**config.mk**
```make
export PLATFORM = sky130hd
export DESIGN_NAME = mem_stage_dmem_ctrl
export DESIGN_NICKNAME = d
export VERILOG_FILES = /design/src/rtl/mem_stage_dmem_ctrl.sv
export SDC_FILE = /design/constraint.sdc
export NUM_CORES = 1
export LEC_CHECK = 0
export ABC_AREA = 1
export BUFFER_PORTS_ARGS = -buffer_cell sky130_fd_sc_hd__buf_2
export CORE_MARGIN = 2
export CORE_UTILIZATION = 49
export CTS_BUF_LIST = sky130_fd_sc_hd__clkbuf_4
export CTS_CLUSTER_DIAMETER = 60
export DETAILED_ROUTE_END_ITERATION = 12
export PLACE_DENSITY = 0.82
export SLEW_MARGIN = 20
export SYNTH_ARGS = -nofsm -noshare
export SYNTH_HDL_FRONTEND = slang
export SYNTH_SLANG_ARGS = --single-unit
```
**constraint.sdc**
```tcl
create_clock -name clk -period 1.7 [get_ports clk]
set_input_delay 0 -clock clk [delete_from_list [all_inputs] [get_ports clk]]
set_output_delay 0 -clock clk [all_outputs]
set_load 0.05 [all_outputs]
```
**src/rtl/mem_stage_dmem_ctrl.sv**
```systemverilog
// MEM-stage data-memory controller: EX/MEM fields -> req/ready bus access -> MEM/WB result.
// Optional access timeout enabled by defining MEM_TIMEOUT_EN.
module mem_stage_dmem_ctrl #(
   parameter int unsigned XLEN           = 32,
   parameter int unsigned TIMEOUT_CYCLES = 16
) (
   input  logic            clk,
   input  logic            reset,
   input  logic            valid_in,
   input  logic [XLEN-1:0] alu_result_in,
   input  logic [XLEN-1:0] rs2_val_in,
   input  logic            reg_write_in,
   input  logic            mem_read_in,
   input  logic            mem_write_in,
   input  logic [4:0]      rd_idx_in,
   output logic            mem_stall,
   output logic            dmem_req,
   output logic            dmem_we,
   output logic [XLEN-1:0] dmem_addr,
   output logic [XLEN-1:0] dmem_wdata,
   input  logic            dmem_ready,
   input  logic [XLEN-1:0] dmem_rdata,
   output logic            valid_out,
   output logic [XLEN-1:0] wb_data_out,
   output logic            reg_write_out,
   output logic [4:0]      rd_idx_out,
   output logic            mem_err
);

   typedef enum logic [0:0] {StIdle, StAccess} state_e;

   if (TIMEOUT_CYCLES == 0) begin : g_bad_cfg
      $error("TIMEOUT_CYCLES must be at least 1");
   end

   state_e          state_q, state_d;
   logic [XLEN-1:0] addr_q, addr_d;
   logic [XLEN-1:0] wdata_q, wdata_d;
   logic            we_q, we_d;
   logic [4:0]      rd_q, rd_d;
   logic            rw_q, rw_d;
   logic            valid_q, valid_d;
   logic [XLEN-1:0] wb_q, wb_d;
   logic            rw_out_q, rw_out_d;
   logic [4:0]      rd_out_q, rd_out_d;
   logic            err_q, err_d;
   logic            stall;
   logic            mem_op;

`ifdef MEM_TIMEOUT_EN
   localparam int unsigned CntW = (TIMEOUT_CYCLES > 1) ? $clog2(TIMEOUT_CYCLES) : 1;
   logic [CntW-1:0] cnt_q, cnt_d;
`endif

   assign mem_op = valid_in & (mem_read_in | mem_write_in);

   always_comb begin
      state_d  = state_q;
      addr_d   = addr_q;
      wdata_d  = wdata_q;
      we_d     = we_q;
      rd_d     = rd_q;
      rw_d     = rw_q;
      valid_d  = 1'b0;
      wb_d     = wb_q;
      rw_out_d = rw_out_q;
      rd_out_d = rd_out_q;
      err_d    = 1'b0;
      stall    = 1'b0;
      dmem_req = 1'b0;
`ifdef MEM_TIMEOUT_EN
      cnt_d    = cnt_q;
`endif
      unique case (state_q)
         StIdle: begin
            if (mem_op) begin
               stall   = 1'b1;
               addr_d  = {alu_result_in[XLEN-1:2], 2'b00};
               wdata_d = rs2_val_in;
               // Read+write together is treated as a store.
               we_d    = mem_write_in;
               rd_d    = rd_idx_in;
               rw_d    = reg_write_in & ~mem_write_in & (rd_idx_in != 5'd0);
               state_d = StAccess;
`ifdef MEM_TIMEOUT_EN
               cnt_d   = '0;
`endif
            end else if (valid_in) begin
               valid_d  = 1'b1;
               wb_d     = alu_result_in;
               rw_out_d = reg_write_in & (rd_idx_in != 5'd0);
               rd_out_d = rd_idx_in;
            end
         end
         StAccess: begin
            dmem_req = 1'b1;
            stall    = ~dmem_ready;
            if (dmem_ready) begin
               state_d  = StIdle;
               valid_d  = 1'b1;
               wb_d     = we_q ? addr_q : dmem_rdata;
               rw_out_d = rw_q;
               rd_out_d = rd_q;
            end
`ifdef MEM_TIMEOUT_EN
            else if (cnt_q == CntW'(TIMEOUT_CYCLES - 1)) begin
               // Abort: release the pipeline and retire a null result flagged as an error.
               state_d  = StIdle;
               stall    = 1'b0;
               valid_d  = 1'b1;
               wb_d     = '0;
               rw_out_d = 1'b0;
               rd_out_d = rd_q;
               err_d    = 1'b1;
            end else begin
               cnt_d = cnt_q + CntW'(1);
            end
`endif
         end
         default: state_d = StIdle;
      endcase
   end

   always_ff @(posedge clk or negedge reset) begin
      if (!reset) begin
         state_q  <= StIdle;
         addr_q   <= '0;
         wdata_q  <= '0;
         we_q     <= 1'b0;
         rd_q     <= '0;
         rw_q     <= 1'b0;
         valid_q  <= 1'b0;
         wb_q     <= '0;
         rw_out_q <= 1'b0;
         rd_out_q <= '0;
         err_q    <= 1'b0;
`ifdef MEM_TIMEOUT_EN
         cnt_q    <= '0;
`endif
      end else begin
         state_q  <= state_d;
         addr_q   <= addr_d;
         wdata_q  <= wdata_d;
         we_q     <= we_d;
         rd_q     <= rd_d;
         rw_q     <= rw_d;
         valid_q  <= valid_d;
         wb_q     <= wb_d;
         rw_out_q <= rw_out_d;
         rd_out_q <= rd_out_d;
         err_q    <= err_d;
`ifdef MEM_TIMEOUT_EN
         cnt_q    <= cnt_d;
`endif
      end
   end

   // Gated by reset so the stall drops immediately while reset is held.
   assign mem_stall     = stall & reset;
   assign dmem_we       = we_q;
   assign dmem_addr     = addr_q;
   assign dmem_wdata    = wdata_q;
   assign valid_out     = valid_q;
   assign wb_data_out   = wb_q;
   assign reg_write_out = rw_out_q;
   assign rd_idx_out    = rd_out_q;
   assign mem_err       = err_q;

endmodule

```
After elaboration in Yosys (flattened, before gate mapping)
Cells that the tools add are included.
{"block": "op_classes", "reduce_logical": 3, "n_eq_ne": 3, "bitwise": 9, "muxes": 22}
{"op": "32-bit 2-to-1 mux", "n": 4}
{"op": "32-bit one-hot mux with 2 select lines", "n": 1}
{"op": "5-bit 2-to-1 mux", "n": 3}
{"op": "5-bit one-hot mux with 2 select lines", "n": 1}
{"op": "1-bit 2-to-1 mux", "n": 9}
{"op": "1-bit one-hot mux with 2 select lines", "n": 4}
{"op": "2-bit != test (second input constant)", "n": 3}
{"op": "1-bit bitwise AND", "n": 5}
{"op": "5-bit nonzero test", "n": 1}
{"op": "1-bit inverter", "n": 3}
{"op": "3-bit AND reduction", "n": 1}
{"op": "2-bit AND reduction", "n": 1}
{"op": "1-bit bitwise OR", "n": 1}
{"block": "word_totals", "in_bits": 108, "register_bits": 109, "elab_cells": 47}

Logic depth before layout (Yosys ltp)
{"block": "depth", "depth_word": 5, "ltp_mapped": 9, "ltp_nobuf": 6}

Least setup slack after synthesis
OpenSTA, ideal clock, no wires.
{"block": "synth_timing", "kind": "reg2out", "start": "register state_q", "end": "output port mem_stall", "arrival_ns": 2.357, "t_required_ns": 1.700, "stages_incl_launch_ff": 5, "setup_slack_ns": -0.657, "cell_sequence": "dfrtp_1 -> buf_4 -> inv_2 -> or2_2 -> a21boi_0"}
{"block": "synth_via", "elab_chain_cells": 3}
{"item": "start, declared", "line_no": "36", "rtl": "state_e state_q, state_d;"}
{"item": "start signal, assigned", "line_no": "126", "rtl": "state_q <= StIdle;"}
{"item": "start signal, assigned", "line_no": "141", "rtl": "state_q <= state_d;"}
{"item": "1-bit inverter (no line)"}
{"item": "1-bit one-hot mux with 2 select lines (*)", "line_no": "74", "rtl": "unique case (state_q)"}
{"item": "1-bit bitwise AND (*)", "line_no": "159", "rtl": "assign mem_stall = stall & reset;"}
{"item": "end, declared", "line_no": "16", "rtl": "output logic mem_stall,"}
Mark *: on every way between the ends. The rest lies on a longest branch, timed or not.

Worst setup path in the final report
Same ends and word-level chain as after synthesis.

==> summary.txt <==
Status
  – Status: finished clean

Pwr
  – Pint: approximately 0.0049 W
  – Gate power share: between 40 and 50%
  – PD cells: ~1300 nW/um^2
  – Share of power burned in registers: about 38%
  – VDD IR max: 0.873 mV
  – Net Sw Frac: 50.1%
  – Clock share of power: a little over an eighth
  – Sw Pwr: a little under 0.005 W
  – Leak Pwr: slightly above 4 nW

CTS
  – Worst-case clock buffer depth: 2
  – Reg clk slew, reported paths: between 150 and 200 ps
  – H-Tree Depth: 3
  – CTS tree: yes
  – Cts bufs inserted: 9
  – CTS root buf: clkbuf_4
  – Clock Sinks: roughly 110
  – Clk_lat worst skew: 450 ps

Route
  – Wire per inst: 16.0 um
  – Drc violations: 0
  – Vias: between 5000 and 6000
  – Vias/cell: slightly above 5
  – Final ANT Viol Nets: 0
  – Post-Route WL: about 17000 um
  – 1st-iter DRT viols: ~410
  – First-pass DRT Iterations: 5

Global routing
  – GR peak layer: met2
  – GR Util met3: 6.61%
  – Largest net degree at the start of global routing: between 60 and 70
  – Met2 Track Usage GR: 54.0%
  – First-pass GRT wire length: between 20000 and 30000 um
  – GR Layer Usage met1: about two fifths
  – Number of global-route vias before repair: 5673
  – GR Overflow Total: 0
  – Initial antenna violation count: 0
  – GRT Overall Usage: about a third

Placement
  – PortBufs: ~210
  – Placed cell area: a little over 6000 sq um
  – Pre-CTS setup slack: 330 ps
  – Post-DP HPWL: 9870 um
  – Final Wtd Congestion: roughly 0.83

Floorplanning
  – Site Rows: 36
  – Starting Density: 50.1%
  – Core area: between 9000 and 10000 sq um
  – Die ar.: 10800 sq um
  – IO Count: approximately 220
  – Die extent in y: between 100 and 150 um
  – Die Wd: 104 um

Cells and area
  – Share of cells above drive strength 1: approximately 27%
  – Commonest non-fill, non-tap cell in the layout: nand2_1
  – Synth-to-Final Area Change: 50.2%
  – Fillers: roughly 680
  – Most frequent cells in the layout: nand2_1 (349), buf_2 (209), dlygate4sd3_1 (110)
  – # diodes: 0
  – Post-layout instance area: approximately 7300 sq um
  – # nets final: 1049

Yosys
  – Mux cell area share after synthesis: 0%
  – Post-Syn Area: about 4900 sq um
  – YS warnings: 0
  – Synth Area in Adders: 0%
  – Syn Area/Cell: between 7 and 8 sq um
  – Simple-gate share of the synthesized area: a little under a third
  – Mapped Cells: ~630
  – Register area share after synthesis: 55.9%
  – Combinational family with the most area after synthesis: simple AND/OR/NAND/NOR gates
  – Complex-gate fraction of the synthesized area: 7.75%
  – Yosys cell types: 20
  – Number of synthesized register bits: 109
  – Synth Area in XOR/XNOR: 0%

STA
  – Period utilization: a little over nine tenths
  – Final hold violations: 0
  – RSZ-0062 raised after global routing: false
  – Tightest Pin Transition: slightly above 600 ps
  – Final WS setup: 75.4 ps
  – Final Setup Violations: 0
  – Tmin final: approximately 1600 ps
  – Layout Skew: just over 20 ps
  – Max Freq: between 0.6 and 0.7 GHz
  – TNS Setup: 0 ps
  – Slew headroom: about three fifths
  – Max-slew violation count: 0

Critical path
  – CP Launch Type: register
  – CP bufs+invs: 2
  – Arrival @ worst endpoint: approximately 1600 ps
  – CP max stage delay: between 400 and 500 ps
  – Largest fanout on the critical path: 4
  – Crit-path cells: inv_2 > or2_2 > a21boi_4 > buf_6
  – Slowest CP cell: dfrtp_2
  – Worst Path Required: 1700 ps
  – Critical path endpoint category: primary output
  – Crit Path Category: reg -> out
  – Critical path's top delay family: flip-flops

Run
  – Maxcap violations: 0

Hold path
  – Worst hold path type: in -> async
==> worst register-to-register path, cell delays in order, from the launching register on <==
cell	delay, ps
dfrtp_2	480
inv_2	100
nand3_2	100
dlygate4sd3_1	600
a21oi_1	130
nand2_1	60
nand2_1	60
==> flip-flops by register name, indices dropped and copies added (netlist names) <==
signal / cells
dmem_wdata: 32
wb_data_out: 32
dmem_addr: 30
rd_idx_out: 5
rd_q: 5
dmem_we: 1
reg_write_out: 1
rw_q: 1
state_q: 1
valid_out: 1
==> power groups by stage <==
stage               Clock [W]  Sequential (W)  Combinational [W]
finish                0.00127         0.00370            0.00478
global route          0.00140         0.00377            0.00506
CTS                   0.00131         0.00366            0.00470
detailed placement          0         0.00370            0.00450
global placement            0         0.00368            0.00442
floorplan                   0         0.00587            0.00108
==> cell type report <==
type | count | area, sq um | area share [%]
clock buffers | 10 | 75.1 | 1.03
clock inverters | 6 | 53.8 | 0.735
inverters | 12 | 50.0 | 0.683
multi-input cells | 468 | 1890 | 25.8
flip-flops and latches | 109 | 2730 | 37.3
well taps | 133 | 166 | 2.27
repair buffers | 341 | 2360 | 32.2
==> kinds of logic (layout without fill, tap and decap cells) <==
| kind of cell | count (synthesis) | in the layout |
|---|---|---|
| AOI/OAI and AO/OA | 75 | 75 |
| buffers and inverters | 52 | 369 |
| and+or+nand+nor | 390 | 390 |
| DFF | 109 | 109 |
| other | 1 | 3 |
==> per-stage QoR <==
stage          util, %  hold slack, ps  power [W]  instances
2_1_floorplan        -            -296    0.00695        629
3_3_place_gp      62.1           -74.0    0.00810        948
3_5_place_dp      62.1           -73.5    0.00820        948
4_1_cts           74.9            54.6    0.00967       1075
5_1_grt           75.3             185     0.0102       1079
6_report          75.3             181    0.00975       1079
==> worst paths after layout <==
| check | from | endpoint | slack, ps | cells after the start |
|---|---|---|---|---|
| hold / removal | reset | wb_data_out[4]$_DFFE_PN0P_ | 180 | 3 |
| min in group clk | mem_read_in | valid_out$_DFF_PN0_ | 210 | 5 |
| max in group asynchronous | reset | dmem_wdata[21]$_DFFE_PN0P_ | 550 | 3 |
| setup / recovery | state_q$_DFF_PN0_ | mem_stall | 80 | 4 |
| setup reg to reg | state_q$_DFF_PN0_ | reg_write_out$_DFFE_PN0P_ | 110 | 6 |
| hold reg to reg | wb_data_out[0]$_DFFE_PN0P_ | wb_data_out[0]$_DFFE_PN0P_ | 500 | 2 |
==> synth_stat cells <==
cell      number  area [sq um]
buf_6          3          33.8
o21ai_0       65           325
nand2_1      349          1310
or2_2          1          6.26
o21ai_1        8          40.0
buf_1          1          3.75
a21boi_0       1          7.51
dfrtp_1      109          2730
conb_1         1          3.75
inv_1          9          33.8
nand2_2        1          6.26
inv_2          3          11.3
nor3_4         1          16.3
nor2_1        34           128
clkbuf_1      14          52.6
nand3_1        3          15.0
buf_4         12          90.1
nand3_2        1          10.0
buf_2         10          50.1
a21oi_1        1          5.00
==> repair_timing <==
| action | in CTS | in global routing |
|---|---|---|
| pin swaps | 1 | 1 |
| endpoints found under the setup margin | 2 | 2 |
| buffers inserted | 1 | 4 |
| resized for setup | 3 | 3 |
| hold buffers | 110 | 0 |
| hold endpoints to repair | 217 | 0 |
==> routing by layer <==
metal / part of all wire (%) / wire length, um
met3: 8.4 / 1440
met1: 40 / 6840
met5: 0 / 0
met4: 3.0 / 517
met2: 49 / 8440
Note: power is estimated with default switching activity, not from simulation.
